$ cat src/rtl/dma_lite_sequencer.sv
// AXI-Lite master that programs an AXI DMA MM2S channel (DMACR, SA, LENGTH)
// and then polls DMASR until the channel goes idle, reports an error, or times out.
module dma_lite_sequencer #(
  parameter int POLL_GAP   = 16,
  parameter int POLL_LIMIT = 4096
) (
  input  logic        clk,
  input  logic        rst,
  input  logic        start,
  input  logic [31:0] src_addr,
  input  logic [25:0] xfer_len,
  output logic        busy,
  output logic        done,
  output logic        error,
  output logic [1:0]  err_code,
  output logic [31:0] last_status,
  output logic [9:0]  m_axi_lite_awaddr,
  output logic        m_axi_lite_awvalid,
  input  logic        m_axi_lite_awready,
  output logic [31:0] m_axi_lite_wdata,
  output logic [3:0]  m_axi_lite_wstrb,
  output logic        m_axi_lite_wvalid,
  input  logic        m_axi_lite_wready,
  input  logic [1:0]  m_axi_lite_bresp,
  input  logic        m_axi_lite_bvalid,
  output logic        m_axi_lite_bready,
  output logic [9:0]  m_axi_lite_araddr,
  output logic        m_axi_lite_arvalid,
  input  logic        m_axi_lite_arready,
  input  logic [31:0] m_axi_lite_rdata,
  input  logic [1:0]  m_axi_lite_rresp,
  input  logic        m_axi_lite_rvalid,
  output logic        m_axi_lite_rready
);

  typedef enum logic [8:0] {
    IDLE      = 9'b000000001,
    WR_REQ    = 9'b000000010,
    WR_RESP   = 9'b000000100,
    NEXT_WR   = 9'b000001000,
    RD_REQ    = 9'b000010000,
    RD_RESP   = 9'b000100000,
    POLL_WAIT = 9'b001000000,
    DONE      = 9'b010000000,
    ERROR     = 9'b100000000
  } state_t;

  localparam logic [9:0]  DMASR_ADDR   = 10'h004;
  localparam logic [16:0] POLL_LIMIT_L = 17'(POLL_LIMIT);
  localparam logic [7:0]  GAP_LAST     = 8'(POLL_GAP - 1);

  localparam logic [1:0] ERR_BRESP   = 2'b01;
  localparam logic [1:0] ERR_DMASR   = 2'b10;
  localparam logic [1:0] ERR_TIMEOUT = 2'b11;

  function automatic logic [9:0] wr_addr(input logic [1:0] idx);
    case (idx)
      2'd0:    wr_addr = 10'h000;
      2'd1:    wr_addr = 10'h018;
      default: wr_addr = 10'h028;
    endcase
  endfunction

  function automatic logic [31:0] wr_data(input logic [1:0] idx, input logic [31:0] src,
                                          input logic [25:0] len);
    case (idx)
      2'd0:    wr_data = 32'h0000_0001;
      2'd1:    wr_data = src;
      default: wr_data = {6'b0, len};
    endcase
  endfunction

  state_t      state;
  logic [31:0] src_q;
  logic [25:0] len_q;
  logic [1:0]  wr_idx;
  logic [15:0] poll_cnt;
  logic [7:0]  gap_cnt;

  logic        aw_clear;
  logic        w_clear;
  logic [1:0]  wr_idx_next;
  logic [16:0] poll_next;
  logic        unused_rresp;

  // A channel is finished once its valid has dropped or it handshakes this cycle.
  assign aw_clear     = !m_axi_lite_awvalid || m_axi_lite_awready;
  assign w_clear      = !m_axi_lite_wvalid  || m_axi_lite_wready;
  assign wr_idx_next  = wr_idx + 2'd1;
  assign poll_next    = {1'b0, poll_cnt} + 17'd1;
  assign unused_rresp = ^m_axi_lite_rresp;

  assign m_axi_lite_wstrb = 4'hF;

  always_ff @(posedge clk) begin
    if (rst) begin
      state              <= IDLE;
      src_q              <= '0;
      len_q              <= '0;
      wr_idx             <= '0;
      poll_cnt           <= '0;
      gap_cnt            <= '0;
      busy               <= 1'b0;
      done               <= 1'b0;
      error              <= 1'b0;
      err_code           <= '0;
      last_status        <= '0;
      m_axi_lite_awaddr  <= '0;
      m_axi_lite_awvalid <= 1'b0;
      m_axi_lite_wdata   <= '0;
      m_axi_lite_wvalid  <= 1'b0;
      m_axi_lite_bready  <= 1'b0;
      m_axi_lite_araddr  <= '0;
      m_axi_lite_arvalid <= 1'b0;
      m_axi_lite_rready  <= 1'b0;
    end else begin
      done  <= 1'b0;
      error <= 1'b0;
      unique case (state)
        IDLE: begin
          if (start) begin
            state              <= WR_REQ;
            src_q              <= src_addr;
            len_q              <= xfer_len;
            err_code           <= '0;
            last_status        <= '0;
            wr_idx             <= '0;
            busy               <= 1'b1;
            m_axi_lite_awvalid <= 1'b1;
            m_axi_lite_wvalid  <= 1'b1;
            m_axi_lite_awaddr  <= wr_addr(2'd0);
            m_axi_lite_wdata   <= wr_data(2'd0, src_addr, xfer_len);
          end
        end
        WR_REQ: begin
          if (m_axi_lite_awvalid && m_axi_lite_awready) begin
            m_axi_lite_awvalid <= 1'b0;
            m_axi_lite_awaddr  <= '0;
          end
          if (m_axi_lite_wvalid && m_axi_lite_wready) begin
            m_axi_lite_wvalid <= 1'b0;
            m_axi_lite_wdata  <= '0;
          end
          if (aw_clear && w_clear) begin
            state             <= WR_RESP;
            m_axi_lite_bready <= 1'b1;
          end
        end
        WR_RESP: begin
          if (m_axi_lite_bvalid) begin
            m_axi_lite_bready <= 1'b0;
            if (m_axi_lite_bresp != 2'b00) begin
              state    <= ERROR;
              err_code <= ERR_BRESP;
              error    <= 1'b1;
            end else begin
              state <= NEXT_WR;
            end
          end
        end
        NEXT_WR: begin
          wr_idx <= wr_idx_next;
          if (wr_idx == 2'd2) begin
            state              <= RD_REQ;
            poll_cnt           <= '0;
            m_axi_lite_arvalid <= 1'b1;
            m_axi_lite_araddr  <= DMASR_ADDR;
          end else begin
            state              <= WR_REQ;
            m_axi_lite_awvalid <= 1'b1;
            m_axi_lite_wvalid  <= 1'b1;
            m_axi_lite_awaddr  <= wr_addr(wr_idx_next);
            m_axi_lite_wdata   <= wr_data(wr_idx_next, src_q, len_q);
          end
        end
        RD_REQ: begin
          if (m_axi_lite_arready) begin
            state              <= RD_RESP;
            m_axi_lite_arvalid <= 1'b0;
            m_axi_lite_araddr  <= '0;
            m_axi_lite_rready  <= 1'b1;
          end
        end
        RD_RESP: begin
          // Error bits outrank Idle, and a clean Idle outranks the poll timeout.
          if (m_axi_lite_rvalid) begin
            m_axi_lite_rready <= 1'b0;
            last_status       <= m_axi_lite_rdata;
            poll_cnt          <= poll_next[15:0];
            if (|m_axi_lite_rdata[6:4]) begin
              state    <= ERROR;
              err_code <= ERR_DMASR;
              error    <= 1'b1;
            end else if (m_axi_lite_rdata[1]) begin
              state <= DONE;
              done  <= 1'b1;
            end else if (poll_next == POLL_LIMIT_L) begin
              state    <= ERROR;
              err_code <= ERR_TIMEOUT;
              error    <= 1'b1;
            end else begin
              state   <= POLL_WAIT;
              gap_cnt <= '0;
            end
          end
        end
        POLL_WAIT: begin
          if (gap_cnt == GAP_LAST) begin
            state              <= RD_REQ;
            gap_cnt            <= '0;
            m_axi_lite_arvalid <= 1'b1;
            m_axi_lite_araddr  <= DMASR_ADDR;
          end else begin
            gap_cnt <= gap_cnt + 8'd1;
          end
        end
        DONE: begin
          state <= IDLE;
          busy  <= 1'b0;
        end
        ERROR: begin
          state <= IDLE;
          busy  <= 1'b0;
        end
        default: begin
          state              <= IDLE;
          busy               <= 1'b0;
          m_axi_lite_awvalid <= 1'b0;
          m_axi_lite_wvalid  <= 1'b0;
          m_axi_lite_bready  <= 1'b0;
          m_axi_lite_arvalid <= 1'b0;
          m_axi_lite_rready  <= 1'b0;
        end
      endcase
    end
  end

endmodule

$ cat config.mk
export PLATFORM = sky130hd
export DESIGN_NAME = dma_lite_sequencer
export DESIGN_NICKNAME = d
export VERILOG_FILES = /design/src/rtl/dma_lite_sequencer.sv
export SDC_FILE = /design/constraint.sdc
export NUM_CORES = 1
export LEC_CHECK = 0
export CAP_MARGIN = 20
export CORE_MARGIN = 5
export CORE_UTILIZATION = 40
export DETAILED_ROUTE_END_ITERATION = 10
export GPL_ROUTABILITY_DRIVEN = 0
export PLACE_DENSITY_LB_ADDON = 0.1
export SYNTH_ARGS = -nofsm -noshare
export SYNTH_HDL_FRONTEND = slang
export SYNTH_SLANG_ARGS = --single-unit
export TNS_END_PERCENT = 1
$ cat constraint.sdc
create_clock -name clk -period 3.32 [get_ports clk]
set_input_delay 0.664 -clock clk [delete_from_list [all_inputs] [get_ports clk]]
set_output_delay 0.664 -clock clk [all_outputs]
set_load 0.005 [all_outputs]
## Yosys cells after proc, flatten, opt, wreduce, memory -nomap -nowiden

Cells that the tools add are included.

| word-level totals | value |
|---|---|
| flip-flop bits (word level) | 187 |
| output and inout port bits | 98 |

| operators by class | value |
|---|---|
| reductions and logical operators | 39 |
| bitwise logic cells | 7 |
| $add $sub $neg | 3 |
| muxes and demuxes | 72 |
| equal/unequal tests | 29 |

Operators by type and width:

| cell | count |
|---|---|
| $mux 32 | 5 |
| $pmux 32 s2 | 2 |
| $pmux 32 s3 | 1 |
| $mux 9 | 10 |
| $pmux 9 s7 | 1 |
| $mux 10 | 6 |
| $pmux 10 s3 | 2 |
| $mux 8 | 5 |
| $mux 16 | 2 |
| $pmux 16 s2 | 1 |
| $ne 2x2->1 const B | 14 |
| $reduce_and 4->1 | 6 |
| $reduce_or 6->1 | 4 |
| $mux 1 | 18 |
| $add 16x1->17 const B | 1 |
| $eq 17x13->1 const B | 1 |
| $pmux 8 s2 | 1 |
| $mux 2 | 7 |
| $reduce_or 7->1 | 2 |
| $pmux 1 s4 | 3 |
| $pmux 6 s2 | 1 |
| $reduce_and 3->1 | 4 |
| $reduce_bool 2->1 | 5 |
| $eq 9x1->1 const B | 1 |
| other kinds (30) | 47 |

## Logic depth before layout (Yosys ltp)

| logic depth | value |
|---|---|
| depth in word-level cells | 7 |
| depth in mapped cells | 10 |

## Worst setup path after synthesis

Ideal clock, no wire load.

| timing path | value |
|---|---|
| kind | flip-flop to flip-flop |
| from | reg state[1] |
| to | reg m_axi_lite_wdata[29] |
| stages on the path, launching flop included | 10 |
| path buffers | 3 |
| period minus slack after synthesis | 2.213 ns |
| library setup time | 0.128 ns |
| path slack | 1.107 ns |
| arrival | 2.086 ns |
| required time | 3.192 ns |
| cells stage by stage | dfxtp_1 buf_2 or4_1 buf_4 nor4b_2 a211oi_4 buf_2 and4_1 a21oi_2 nor2_1 |

| on the way | value |
|---|---|
| word-level cells in the longest chain between the ends | 3 |
| elaborated cells between the ends (all ways) | 9 |
| classes of those cells | eq/ne (6); mux (1); reduce/logical (2) |

Ends and longest elaborated chain:

| item | line | text |
|---|---|---|
| from (decl) | 73 | `state_t state;` |
| from (signal assigned) | 97 | `state <= IDLE;` |
| from (signal assigned) | 122 | `state <= WR_REQ;` |
| from (signal assigned) | 145 | `state <= WR_RESP;` |
| $eq 9x2->1 (tied with other cells) | 119 | `unique case (state)` |
| $ne 2x2->1 (no line) / $reduce_bool 3->1 (equally long branches) | n/a |  |
| $reduce_and 4->1 (no line) | n/a |  |
| to (signal assigned) | 132 | `m_axi_lite_wdata <= wr_data(2'd0, src_addr, xfer_len);` |
| to (signal assigned) | 173 | `m_axi_lite_wdata <= wr_data(wr_idx_next, src_q, len_q);` |
| to (decl) | 20 | `output logic [31:0] m_axi_lite_wdata,` |

Several ways; a longest one is shown, not always the timed one.
A chain may end at the register's enable or synchronous reset.

## Worst setup path in the final report

| timing path | value |
|---|---|
| from | reg state[1] |
| to | reg m_axi_lite_wdata[0] |

Same word-level chain as after synthesis.

==> summary.txt <==
Outcome
  • Status: finished, final reports clean

Cells and area
  • FF/Latch Area: 3423 sq um
  • Synthesis-to-layout area growth: 30.42%
  • Antenna diode count: 0
  • Multi-input logic area: about 4100 sq um
  • Non-filler cells, final: approximately 1,500
  • Fillers: between 1,500 and 2,000
  • Layout net count: between 1,000 and 1,500
  • Share of layout cells above drive strength 1: 7.725%
  • Design Area, Final: between 10,000 and 15,000 sq um

Route
  • Antenna Nets Post-Route: 0
  • WL met3: around 1500 microns
  • Via count: roughly 7,500
  • DRC violations left: 0
  • DRT Wirelength: between 20,000 and 25,000 microns
  • 1st-pass router iterations: 5
  • Drt initial violations: around 570
  • Top Layer Used: met5
  • Met2 WL post-DR: about 11,000 microns
  • Routed len/inst: ~16 microns
  • Via density: between 5 and 6
  • DRT met1 WL: between 10,000 and 15,000 microns

Critical path
  • Worst setup SP type: flip-flop
  • Worst R2R Start: state[1]$_SDFFE_PP0P_
  • Max stage delay cell, worst path: or4_1
  • Crit-path max FO: 32
  • Worst R2R Setup Slack: roughly 0.53 ns
  • CP peak stage delay: between 0.7 and 0.8 ns
  • FF-to-FF path depth: 5
  • Worst Setup Path Type: flip-flop to flip-flop
  • Critical path required time: about 3.7 ns
  • CP cell instances: or4_1 > nor4_4 > or2_1 > o21ai_4 > a221oi_1
  • Worst EP arrival: about 3.1 ns
  • Crit path capture type: flip-flop
  • Reg-to-Reg End: m_axi_lite_wdata[0]$_SDFFE_PP0P_

Synth
  • Async S/R FF share, synth: 0%
  • Post-synth top area cell: dfxtp_1
  • Mapped Cells: roughly 1,000
  • Number of enable flip-flop cells after synthesis: 0
  • Yosys top cell area share: approximately 43%
  • Flop and latch count out of synthesis: about 170
  • Syn Std Cell Area: 7966 sq um
  • Primary FF master, synth: dfxtp_1
  • Synth Area per Inst: ~7.6 sq um
  • Synth unique cells: between 60 and 70
  • Synth warnings: 0
  • Top post-synthesis cells by area: dfxtp_1 (43%), nand2_1 (12%), a21oi_1 (9.7%), nand3_1 (4.0%), o21ai_0 (3.5%)
  • Seq/Total Area, Yosys: roughly 43%

Global route
  • Largest net degree at the start of global routing: 81
  • GRT overflow: 0
  • Tot GR Track Use: roughly 20%
  • First-pass GRT wire length: between 30,000 and 40,000 microns
  • Initial antenna violation count: 1
  • Number of global-route vias before repair: between 7,000 and 8,000

Floorplan
  • Die Ht: between 150 and 200 microns
  • Die area: roughly 23,000 sq um
  • CORE AREA: 19,530 sq um
  • Chip width: 151.1 microns
  • Row count: between 50 and 60
  • Num ports: 200
  • Initial Util: about two fifths

Clock network
  • Cts repair resizes: 0
  • TritonCTS clock tree: yes
  • H-tree level count: 4
  • Worst-skew pair later-pin latency: ~0.43 ns
  • Setup bufs post-CTS: 0
  • CTS root buffer: clkbuf_16
  • CTS sink count: approximately 170
  • Clock buffer count from CTS: 17
  • Clock buffer depth: 2
  • Cts hold-fix bufs: 0
  • CTS clk-pin slew, worst paths: 0.06 ns

Place
  • Dpl cells: about 1,400
  • Port Buf Inserts: roughly 180
  • Hpwl dp: approximately 16,000 microns
  • Placed Area: 9806 sq um

Timing
  • Unrepaired setup endpoints after global routing: no
  • Worst Tran Pin Value: between 1 and 1.5 ns
  • Setup tns final: 0 ns
  • Final hold violation count: 0
  • Final worst-path cycle share: between 80% and 90%
  • Final setup vio count: 0
  • Max-slew headroom: 29.26%
  • Fin crit period: approximately 2.8 ns
  • Max Clock Skew: 0.009490 ns
  • Max-slew violation count: 0
  • Fmax: approximately 0.36 GHz

Power
  • Peak supply drop: between 0.3 and 0.4 mV
  • Clk pwr share: 33.4%
  • Logic pwr share: between 20% and 30%
  • Switch Pwr: about 0.0021 W
  • P per Cell Area: 574.0 nW/um^2
  • Sequential group share of total power: ~40%
  • Final Power: 0.005964 W
  • Leakage power: roughly 3.6 nW
  • Pint: between 0.003 and 0.004 W
  • Sw Ratio: 34.60%

Hold path
  • Min-delay src: last_status[31]$_SDFFE_PP0P_
  • Hold Crit Endpoint: last_status[31]$_SDFFE_PP0P_
  • Worst Hold Class: flip-flop to flip-flop
  • Hold depth: 2

Job
  • Maxcap violations: 0
worst max path at each step:
stage	start	to	slack, ns
6_report	state[1]$_SDFFE_PP0P_	m_axi_lite_wdata[0]$_SDFFE_PP0P_	0.53
3_5_place_dp	start	m_axi_lite_wdata[0]$_SDFFE_PP0P_	0.22
5_1_grt	state[6]$_SDFFE_PP0P_	m_axi_lite_wdata[0]$_SDFFE_PP0P_	0.33
4_1_cts	state[6]$_SDFFE_PP0P_	m_axi_lite_wdata[0]$_SDFFE_PP0P_	0.54
3_3_place_gp	start	m_axi_lite_wdata[0]$_SDFFE_PP0P_	0.26
2_1_floorplan	state[1]$_SDFFE_PP0P_	m_axi_lite_wdata[29]$_SDFFE_PP0P_	1.11
kinds of logic (layout without fill, tap and decap cells):
kind of cell / Yosys count / after routing / synth area share [%]
flops: 171 / 171 / 42.97
other cells: 2 / 20 / 0.09427
xor+xnor: 11 / 11 / 1.209
fa+ha+maj: 5 / 5 / 0.7853
mux: 2 / 2 / 0.2513
compound gates: 267 / 267 / 19.08
buf+inv: 112 / 241 / 7.225
simple gates: 474 / 474 / 28.38
per-stage QoR:
step	setup slack [ns]	util [%]	hold WS (ns)
5_1_grt	0.3282	53.21	0.4651
6_report	0.5250	53.21	0.4463
3_3_place_gp	0.2581	50.22	0.4354
2_1_floorplan	1.107	-	0.4278
4_1_cts	0.5384	53.21	0.4518
3_5_place_dp	0.2221	50.22	0.4421
layout make-up:
class	instances	area share, %
multi-input combinational	779	38.98
sequential	171	32.95
timing repair buffer	200	18.93
clock buffer	19	4.359
tap	265	3.191
clock inverter	13	1.264
inverter	9	0.3251
synth_stat cells (3+ instances only):
master	instances
nand2_1	252
dfxtp_1	171
a21oi_1	155
nand3_1	64
o21ai_0	55
nor2_1	52
clkbuf_1	51
buf_4	27
buf_2	19
nand4_1	12
and4_1	11
a21oi_2	10
inv_1	9
nor4_1	9
and3_1	8
nor3_1	8
a31oi_1	7
a211oi_1	6
nand2b_1	6
nand4b_1	6
xnor2_1	6
and2_1	5
ha_1	5
or2_2	5
or3_1	5
or4_1	5
xor2_1	5
a21boi_0	4
buf_6	4
nand2_2	4
nor3b_1	4
o21bai_1	4
a211o_1	3
nor4_4	3
worst max-delay path, delay by kind of cell (launching register included):
family	cells	cell delay, ns
simple gates	3	1.56
compound gates	2	0.74
flops	1	0.39
routing by layer:
layer	global-route usage, %	vias up
met5	0	-
met4	6.709	2
met3	5.895	34
met2	32.55	199
met1	26.07	3436
li1	-	3845
flip-flops by register name, indices dropped and copies added (netlist names), 2 cells and up:
name and count:
gap_cnt 8, m_axi_lite_wdata 32, state 9, last_status 32, len_q 26, src_q 32, err_code 2, wr_idx 2
m_axi_lite_awaddr 3, poll_cnt 16
layout by cell type (no fill, tap or decap), types with 4 or more instances in the layout:
cell	n
ha_1	5
inv_1	9
nor3_1	8
o21ai_0	55
clkdlybuf4s50_1	176
nand3_1	64
clkbuf_16	17
nand2_2	4
xor2_1	5
xnor2_1	6
dfxtp_1	171
nor3b_1	4
nand2_1	252
a31oi_1	7
a21oi_2	10
buf_4	22
nor4_1	9
and4_1	10
nor2_1	52
a21boi_0	4
and3_1	8
and2_1	5
or4_1	5
nand4_1	12
or2_2	5
a211oi_1	6
nand2b_1	6
conb_1	20
or3_1	5
inv_6	4
o21bai_1	4
a21oi_1	155
nand4b_1	6
power groups by stage:
stage / Sequential, W / Combinational (W) / Clock (W)
after floorplan: 0.00236 / 0.00120 / 0
after global placement: 0.00241 / 0.00161 / 0
after detailed placement: 0.00241 / 0.00162 / 0
after CTS: 0.00236 / 0.00163 / 0.00204
after global routing: 0.00239 / 0.00179 / 0.00213
final: 0.00236 / 0.00161 / 0.00199
No activity file was read; power rests on OpenSTA's default activity.
